## src/rtl/uart_pkg.sv

```systemverilog
// -----------------------------------------------------------------------------
// uart_pkg
// Shared types and helpers for the UART receive path.
//   rx_state_t    : receiver framing FSM states
//   DATA_BITS     : data bits per character (8N1 framing)
//   clks_per_bit(): system clocks per line bit (integer division)
// -----------------------------------------------------------------------------
package uart_pkg;

  localparam int DATA_BITS = 8;

  typedef enum logic [2:0] {
    IDLE,
    START,
    DATA,
    STOP,
    WAIT_IDLE
  } rx_state_t;

  function automatic int clks_per_bit(input int clock_hz, input int baud);
    return clock_hz / baud;
  endfunction

endpackage

```

## src/rtl/sync_fifo.sv

```systemverilog
// -----------------------------------------------------------------------------
// sync_fifo
// Single-clock show-ahead FIFO. The head entry is presented combinationally on
// `head`; a push into an empty FIFO becomes visible the following cycle (no
// bypass). A push is accepted when not full, or when a pop happens in the same
// cycle. A pop on an empty FIFO is ignored.
// Ports:
//   clock, reset_n : clock, asynchronous active-low reset
//   push/push_data : write request and data
//   pop            : read request (head is consumed at the clock edge)
//   head           : current head entry
//   count          : occupancy, 0..DEPTH
//   full, empty    : occupancy status
// -----------------------------------------------------------------------------
module sync_fifo #(
  parameter int WIDTH = 8,
  parameter int DEPTH = 8
) (
  input  logic                     clock,
  input  logic                     reset_n,
  input  logic                     push,
  input  logic [WIDTH-1:0]         push_data,
  input  logic                     pop,
  output logic [WIDTH-1:0]         head,
  output logic [$clog2(DEPTH):0]   count,
  output logic                     full,
  output logic                     empty
);

  localparam int PTR_W = $clog2(DEPTH);

  logic [WIDTH-1:0] mem [DEPTH];
  logic [PTR_W-1:0] wr_ptr;
  logic [PTR_W-1:0] rd_ptr;
  logic             do_push;
  logic             do_pop;

  assign empty   = (count == '0);
  assign full    = (count == (PTR_W + 1)'(DEPTH));
  assign do_pop  = pop && !empty;
  // A full FIFO can still take a push when the head leaves in the same cycle.
  assign do_push = push && (!full || do_pop);
  assign head    = mem[rd_ptr];

  // NOTE: storage has no reset; only pointers and count define validity, and
  // leaving the array unreset lets it map onto plain RAM/register-file cells.
  always_ff @(posedge clock) begin
    if (do_push) begin
      mem[wr_ptr] <= push_data;
    end
  end

  // DEPTH is a power of two, so pointers wrap by natural overflow.
  always_ff @(posedge clock or negedge reset_n) begin
    if (!reset_n) begin
      wr_ptr <= '0;
      rd_ptr <= '0;
      count  <= '0;
    end else begin
      if (do_push) wr_ptr <= wr_ptr + 1'b1;
      if (do_pop)  rd_ptr <= rd_ptr + 1'b1;
      case ({do_push, do_pop})
        2'b10:   count <= count + 1'b1;
        2'b01:   count <= count - 1'b1;
        default: count <= count;
      endcase
    end
  end

endmodule

```

## src/rtl/uart_rx_fifo.sv

```systemverilog
// -----------------------------------------------------------------------------
// uart_rx_fifo
// 8N1 UART receiver with a show-ahead receive FIFO and sticky status flags.
// Ports:
//   clock, reset_n  : system clock, asynchronous active-low reset
//   uart_rx         : raw serial line (idle high, asynchronous)
//   rx_data         : byte at the FIFO head (0 while rx_valid = 0)
//   rx_valid        : FIFO not empty
//   rx_ready        : consumer accepts the head byte when rx_valid is high
//   rx_count        : FIFO occupancy
//   framing_error   : sticky, a stop bit was sampled low
//   overrun         : sticky, a good byte was dropped on a full FIFO
//   clear_errors    : one-cycle pulse clearing both sticky flags (set wins)
// -----------------------------------------------------------------------------
module uart_rx_fifo
  import uart_pkg::*;
#(
  parameter int CLOCK_HZ   = 27000000,
  parameter int BAUD_RATE  = 115200,
  parameter int FIFO_DEPTH = 8
) (
  input  logic                          clock,
  input  logic                          reset_n,
  input  logic                          uart_rx,
  output logic [7:0]                    rx_data,
  output logic                          rx_valid,
  input  logic                          rx_ready,
  output logic [$clog2(FIFO_DEPTH):0]   rx_count,
  output logic                          framing_error,
  output logic                          overrun,
  input  logic                          clear_errors
);

  localparam int CPB   = clks_per_bit(CLOCK_HZ, BAUD_RATE);
  localparam int CNT_W = $clog2(CPB);
  localparam logic [CNT_W-1:0] BIT_LAST  = CNT_W'(CPB - 1);
  localparam logic [CNT_W-1:0] HALF_LAST = CNT_W'(CPB / 2 - 1);

  logic                 rx_meta;
  logic                 rx_s;
  rx_state_t            state;
  logic [CNT_W-1:0]     cnt;
  logic [2:0]           idx;
  logic [DATA_BITS-1:0] sh;

  logic                 stop_sample;
  logic                 push_req;
  logic                 pop;
  logic [7:0]           fifo_head;
  logic                 fifo_full;
  logic                 fifo_empty;

  // Two-flop synchroniser; flops reset to the idle (high) line level so a
  // reset never looks like a start bit.
  // NOTE: all sequential state uses non-blocking assignments so every flop
  // samples the pre-edge value of its source, independent of block ordering.
  always_ff @(posedge clock or negedge reset_n) begin
    if (!reset_n) begin
      rx_meta <= 1'b1;
      rx_s    <= 1'b1;
    end else begin
      rx_meta <= uart_rx;
      rx_s    <= rx_meta;
    end
  end

  // Framing FSM. START waits half a bit to land mid-bit; every later sample
  // is a full bit period after the previous one.
  always_ff @(posedge clock or negedge reset_n) begin
    if (!reset_n) begin
      state <= IDLE;
      cnt   <= '0;
      idx   <= '0;
      sh    <= '0;
    end else begin
      case (state)
        IDLE: begin
          if (!rx_s) begin
            cnt   <= '0;
            state <= START;
          end
        end
        START: begin
          if (cnt == HALF_LAST) begin
            if (rx_s) begin
              state <= IDLE;          // line came back high: glitch
            end else begin
              cnt   <= '0;
              idx   <= '0;
              state <= DATA;
            end
          end else begin
            cnt <= cnt + 1'b1;
          end
        end
        DATA: begin
          if (cnt == BIT_LAST) begin
            cnt <= '0;
            sh  <= {rx_s, sh[DATA_BITS-1:1]};   // LSB first
            idx <= idx + 1'b1;
            if (idx == 3'd7) state <= STOP;
          end else begin
            cnt <= cnt + 1'b1;
          end
        end
        STOP: begin
          if (cnt == BIT_LAST) begin
            cnt   <= '0;
            // A low stop bit may be a break; wait for the line to recover.
            state <= rx_s ? IDLE : WAIT_IDLE;
          end else begin
            cnt <= cnt + 1'b1;
          end
        end
        WAIT_IDLE: begin
          if (rx_s) state <= IDLE;
        end
        default: state <= IDLE;
      endcase
    end
  end

  // The push is issued during the stop-sample cycle so the byte is in the
  // FIFO (and visible) on the cycle right after the sample.
  assign stop_sample = (state == STOP) && (cnt == BIT_LAST);
  assign push_req    = stop_sample && rx_s;
  assign pop         = rx_valid && rx_ready;

  always_ff @(posedge clock or negedge reset_n) begin
    if (!reset_n) begin
      framing_error <= 1'b0;
      overrun       <= 1'b0;
    end else begin
      if (stop_sample && !rx_s)             framing_error <= 1'b1;
      else if (clear_errors)                framing_error <= 1'b0;

      if (push_req && fifo_full && !pop)    overrun <= 1'b1;
      else if (clear_errors)                overrun <= 1'b0;
    end
  end

  sync_fifo #(
    .WIDTH (DATA_BITS),
    .DEPTH (FIFO_DEPTH)
  ) u_fifo (
    .clock     (clock),
    .reset_n   (reset_n),
    .push      (push_req),
    .push_data (sh),
    .pop       (pop),
    .head      (fifo_head),
    .count     (rx_count),
    .full      (fifo_full),
    .empty     (fifo_empty)
  );

  assign rx_valid = !fifo_empty;
  // Gate the head so the unreset storage never leaks onto rx_data.
  assign rx_data  = rx_valid ? fifo_head : 8'h00;

endmodule

```

## config.mk

```make
export PLATFORM = sky130hd
export DESIGN_NAME = uart_rx_fifo
export DESIGN_NICKNAME = d
export VERILOG_FILES = /design/src/rtl/uart_pkg.sv /design/src/rtl/sync_fifo.sv /design/src/rtl/uart_rx_fifo.sv
export SDC_FILE = /design/constraint.sdc
export NUM_CORES = 1
export LEC_CHECK = 0
export ABC_CLOCK_PERIOD_IN_PS = 5000
export BUFFER_PORTS_ARGS = -buffer_cell sky130_fd_sc_hd__buf_2
export CAP_MARGIN = 5
export CORE_ASPECT_RATIO = 1.25
export CORE_MARGIN = 2
export CORE_UTILIZATION = 45
export DETAILED_ROUTE_END_ITERATION = 16
export GPL_TIMING_DRIVEN = 0
export PLACE_DENSITY = 0.63
export SYNTH_ARGS = -nofsm -noshare
export SYNTH_HDL_FRONTEND = slang
export SYNTH_SLANG_ARGS = --single-unit
```

## constraint.sdc

```tcl
create_clock -name clock -period 5 [get_ports clock]
set_input_delay 1.5 -clock clock [delete_from_list [all_inputs] [get_ports clock]]
set_output_delay 1.5 -clock clock [all_outputs]
set_load 0.01 [all_outputs]
```

# Yosys cells after proc, flatten, opt, wreduce, memory -nomap -nowiden
# Memories as Yosys holds them, arrays and structs flattened.
# Index checks and enable logic that the tools add are counted.
# totals
elab_cells	83
reg_bits	36
n_memories	1
ramBits	64
out_inout_bits	15
# memory_table
name	words	word_bits	read_ports	rd_clocked_by_memory_dff	wr	line_no	source
u_fifo.mem	8	8	1	0	1	sync_fifo.sv:32	logic [WIDTH-1:0] mem [DEPTH];
# op_classes
n_reduce_logical	24
n_eq_ne	17
muxes	24
addsub	6
# ops
operator	n
2-to-1 mux 8 bit	4
2-to-1 mux 3 bit	10
one-hot mux 8 bit (3 select lines)	1
one-hot mux 3 bit (5 select lines)	1
!= test 2 bit, second input constant	7
adder 3 x 1 -> 3 bit, second input constant	3
adder 8 x 1 -> 8 bit, second input constant	1
equality test 8 x 7 -> 1 bit, second input constant	1
equality test 8 bit, second input constant	1
logical AND 1 bit	8
one-hot mux 4 bit (2 select lines)	1
nonzero test 2 bit	4
equality test 3 x 2 -> 1 bit, second input constant	2
equality test 3 bit, second input constant	2
one-hot mux 3 bit (2 select lines)	1
AND reduction 6 bit	1
2-to-1 mux 1 bit	5
adder 4 x 1 -> 4 bit, second input constant	1
equality test 4 bit, second input constant	1
zero test 1 bit	4
zero test 4 bit	1
AND reduction 4 bit	1
subtractor 4 x 1 -> 4 bit, second input constant	1
equality test 3 x 1 -> 1 bit, second input constant	1
8 further kinds	8

# Logic depth before layout (Yosys ltp)
# logic_depth
ltp_word	8
depth_mapped	12

# Hierarchy
# A second synthesis with hierarchy kept.
# hier_totals
cells_unflattened	317
hier_area_um2	4635.7
# by_module_without_submodules
module	instances	area_per_inst_um2	seq_area_each_um2	cells_per_inst
sync_fifo	1	3208.1	2172.1	182
uart_rx_fifo	1	1427.6	653.1	135

# Worst setup path after synthesis
# OpenSTA, ideal clock, no wires.
# synth_timing
kind	reg2out
from	reg u_fifo.rd_ptr[0]
to	out rx_data[6]
arrival_ns	1.613
slack_ns	1.887
path_stages_with_launch	6
n_path_buf	2
cell_sequence	dfrtp_1 > buf_2 > buf_2 > mux4_2 > mux2i_1 > nor2_1
# synth_via
elab_chain_len	2
# synth_rtl
item	line_no	source
from (decl)	sync_fifo.sv:34	logic [PTR_W-1:0] rd_ptr;
from (signal assigned)	sync_fifo.sv:61	if (do_pop) rd_ptr <= rd_ptr + 1'b1;
memory read (8 x 8 bit)	-	
2-to-1 mux 8 bit	uart_rx_fifo.sv:159	assign rx_data = rx_valid ? fifo_head : 8'h00;
to (decl)	uart_rx_fifo.sv:25	output logic [7:0] rx_data,
# Every way passes these cells.

# Worst setup path in the final report
# layout_timing
from	reg u_fifo.rd_ptr[1]
to	out rx_data[2]
# The elaborated chain is that of the path after synthesis.

==> reports/metrics.yaml <==
status: "finished clean"
netlist_top_cells_count: "64 x edfxtp_1, 34 x dfrtp_1, 21 x nor2_1, 16 x mux4_2, 12 x inv_1"
grt_pass1_wl_um: 12200
syn_to_final_growth_pct: 13.7
placed_area_um2: 4680
path_clk_slew_ps: 60
crit_arrival_ps: 2410
h-tree-depth: 3
setup_viol: 0
layout-drive-gt1-share_pct: 25.2
synth_nets: 301
powerDensity_nw_per_um2: 322
antennaDiodeCount: 0
timing.final.hold_violations: 0
cp.depth: 6
fin_crit_ps: 3910
slew_violations: 0
cts_root_buf: "clkbuf_16"
cts_buffers: 9
synth-seq-cells: 100
io_pins: 20
core_area_um2: 9560
vias_per_cell: 5.42
endpoint: "rx_data[2]"
worstSetupEndpointType: "output pin"
netlist_instances: 286
path_buf_inv: 3
ys_seq_area_share_pct: 64.2
cpMaxStageDelayCell: "clkbuf_1"
die_h_um: 115
dr.pass1.iters: 4
place_inst: 434
start_util_pct: 46.0
p_leak_nw: 2.13
r2r_slack_ps: 1990
drv_cap: 0
vias: 2444
clk_path_buf_depth: 2
first_iter_violations: 140
ys_async_sr_fraction_pct: 36.0
fp.dieW_um: 92.4
worst_hold_slack_ps: 355
max_freq_mhz: 256
crit_family: "buffers and inverters"
period_share_pct: 78.2
synth.area.top_cells: "edfxtp_1 44%, dfrtp_1 19%, mux4_2 8.2%"
clkLatencyLatePin_ps: 340
grt_max_degree: 37
crit_fanout: 10
post_cts_buffers: 0
reg2reg_from: "cnt[1]$_DFFE_PN0P_"
synthesis.area_um2: 4400
synth-main-ff-cell: "edfxtp_1"
r2r-end: "u_fifo.mem[3][2]$_DFFE_PP_"
min_path_type: "reg2reg"
nNetsFinal: 335
final_area_um2: 5000
drt_wl_total_um: 7550
remaining_drc_errors: 0
r2r_cells: 6
yosysWarnings: 0
antenna_found_initial: 0
wl_per_cell_um: 16.7
cts_tree: "built"
final.setup.tns_ps: 0
clock_skew_ps: 6.24
io_buffers: 19
post-dp-hpwl_um: 5230
ctsResizeCount: 0
post-route-util_pct: 52.3
clock-sinks: 100
ir_drop_mv: 0.220
slowest_delay_ps: 530
gp_congestion: 0.769
synth_top_area_share_pct: 43.7
yosysUniqueCellTypes: 46
rsz0062_at_grt: "no"
grt_pass1_vias: 2407
gr-total-overflow: 0
grt_use_total_pct: 15.3
cp_data_required_time_ps: 3500
num_rows: 40
ant_nets: 0
cp-start-kind: "flop"
critPathLaunch: "u_fifo.rd_ptr[1]$_DFFE_PN0P_"
avgSynthCellArea_um2: 15.4
hold_buffers: 0
whs_path_depth: 0
synth_edf_count: 64
path_cells: "buf_1 > clkbuf_1 > mux4_2 > mux2i_1 > nor2_1 > buf_2"
tightestPinTransition_ps: 1210
final_cells: 451
max_slew_margin_pct: 18.8
die_area_um2: 10600
worstSetupPathType: "reg2out"
synth.largest_area_cell: "edfxtp_1"
yosysMostFrequentCell: "edfxtp_1"
-- stage by stage --
stage	total power [mW]	setup slack, ps
floorplan	0.892	1890
global placement	0.900	1020
detailed placement	0.901	1360
CTS	1.63	1000
global route	1.66	909
finish	1.61	1090
-- worst min-delay path by stage --
stage | startpoint | to | slack [ps]
global route | rx_meta$_DFF_PN1_ | rx_s$_DFF_PN1_ | 360
CTS | rx_meta$_DFF_PN1_ | rx_s$_DFF_PN1_ | 360
detailed placement | rx_meta$_DFF_PN1_ | rx_s$_DFF_PN1_ | 350
global placement | rx_meta$_DFF_PN1_ | rx_s$_DFF_PN1_ | 350
finish | rx_meta$_DFF_PN1_ | rx_s$_DFF_PN1_ | 350
floorplan | rx_meta$_DFF_PN1_ | rx_s$_DFF_PN1_ | 350
-- final cells by class --
type	count	area, um2
inverters	12	45.0
fillers	811	4560
well taps	126	158
multi-input cells	164	1490
plain buffers	10	43.8
clock buffers	11	233
repair buffers	23	120
flip-flops and latches	100	2830
clock inverters	5	85.1
-- cell families (layout without fill, tap and decap cells) --
family	Yosys count	after routing	synth area share [%]
AOI/OAI and AO/OA	32	32	5.18
xor gates and xnor gates	10	10	1.99
adders and majority gates	10	10	2.84
buffers and inverters	22	61	2.02
DFF	100	100	64.2
muxes	38	38	13.6
and+or+nand+nor	74	74	10.2
-- registers in the layout (all words and copies together) (netlist names) --
register and flops:
u_fifo.wr_ptr 3, u_fifo.count 4, u_fifo.rd_ptr 3, rx_meta 1
sh 8, framing_error 1, idx 3, state 3
overrun 1, rx_s 1, cnt 8, u_fifo.mem 64
-- power breakdown --
part	switching, mW	internal [mW]	leakage (nW)
combinational	0.00645	0.00180	0.757
sequential	0.00101	0.873	1.23
clock	0.288	0.441	0.150
-- cell usage in the layout, fill, tap and decap left out, types with 3 or more instances in the layout --
| master | count |
|---|---|
| mux4_2 | 16 |
| nand4_1 | 3 |
| nor3_1 | 9 |
| nor2_1 | 21 |
| edfxtp_1 | 64 |
| ha_1 | 10 |
| mux2i_1 | 9 |
| nand3_1 | 5 |
| xnor2_1 | 5 |
| nor3b_1 | 3 |
| nand2b_1 | 7 |
| a21oi_1 | 4 |
| dfrtp_1 | 34 |
| xor2_1 | 5 |
| clkbuf_16 | 9 |
| o221ai_1 | 6 |
| o21ai_0 | 9 |
| nand2_1 | 10 |
| mux2_2 | 11 |
| inv_1 | 12 |
| buf_2 | 26 |
| clkbuf_1 | 5 |
-- metal layers --
metal  wire length (um)  share of wire [%]  GRT usage (%)  up-vias
li1                   -                  -              -     1159
met5                  0                  0              0        -
met1               3410                 45           19.0     1243
met2               3830                 51           26.5       30
met4                158                2.1           7.26        0
met3                143                1.9           1.97       12
(Power assumes the default switching activity.)
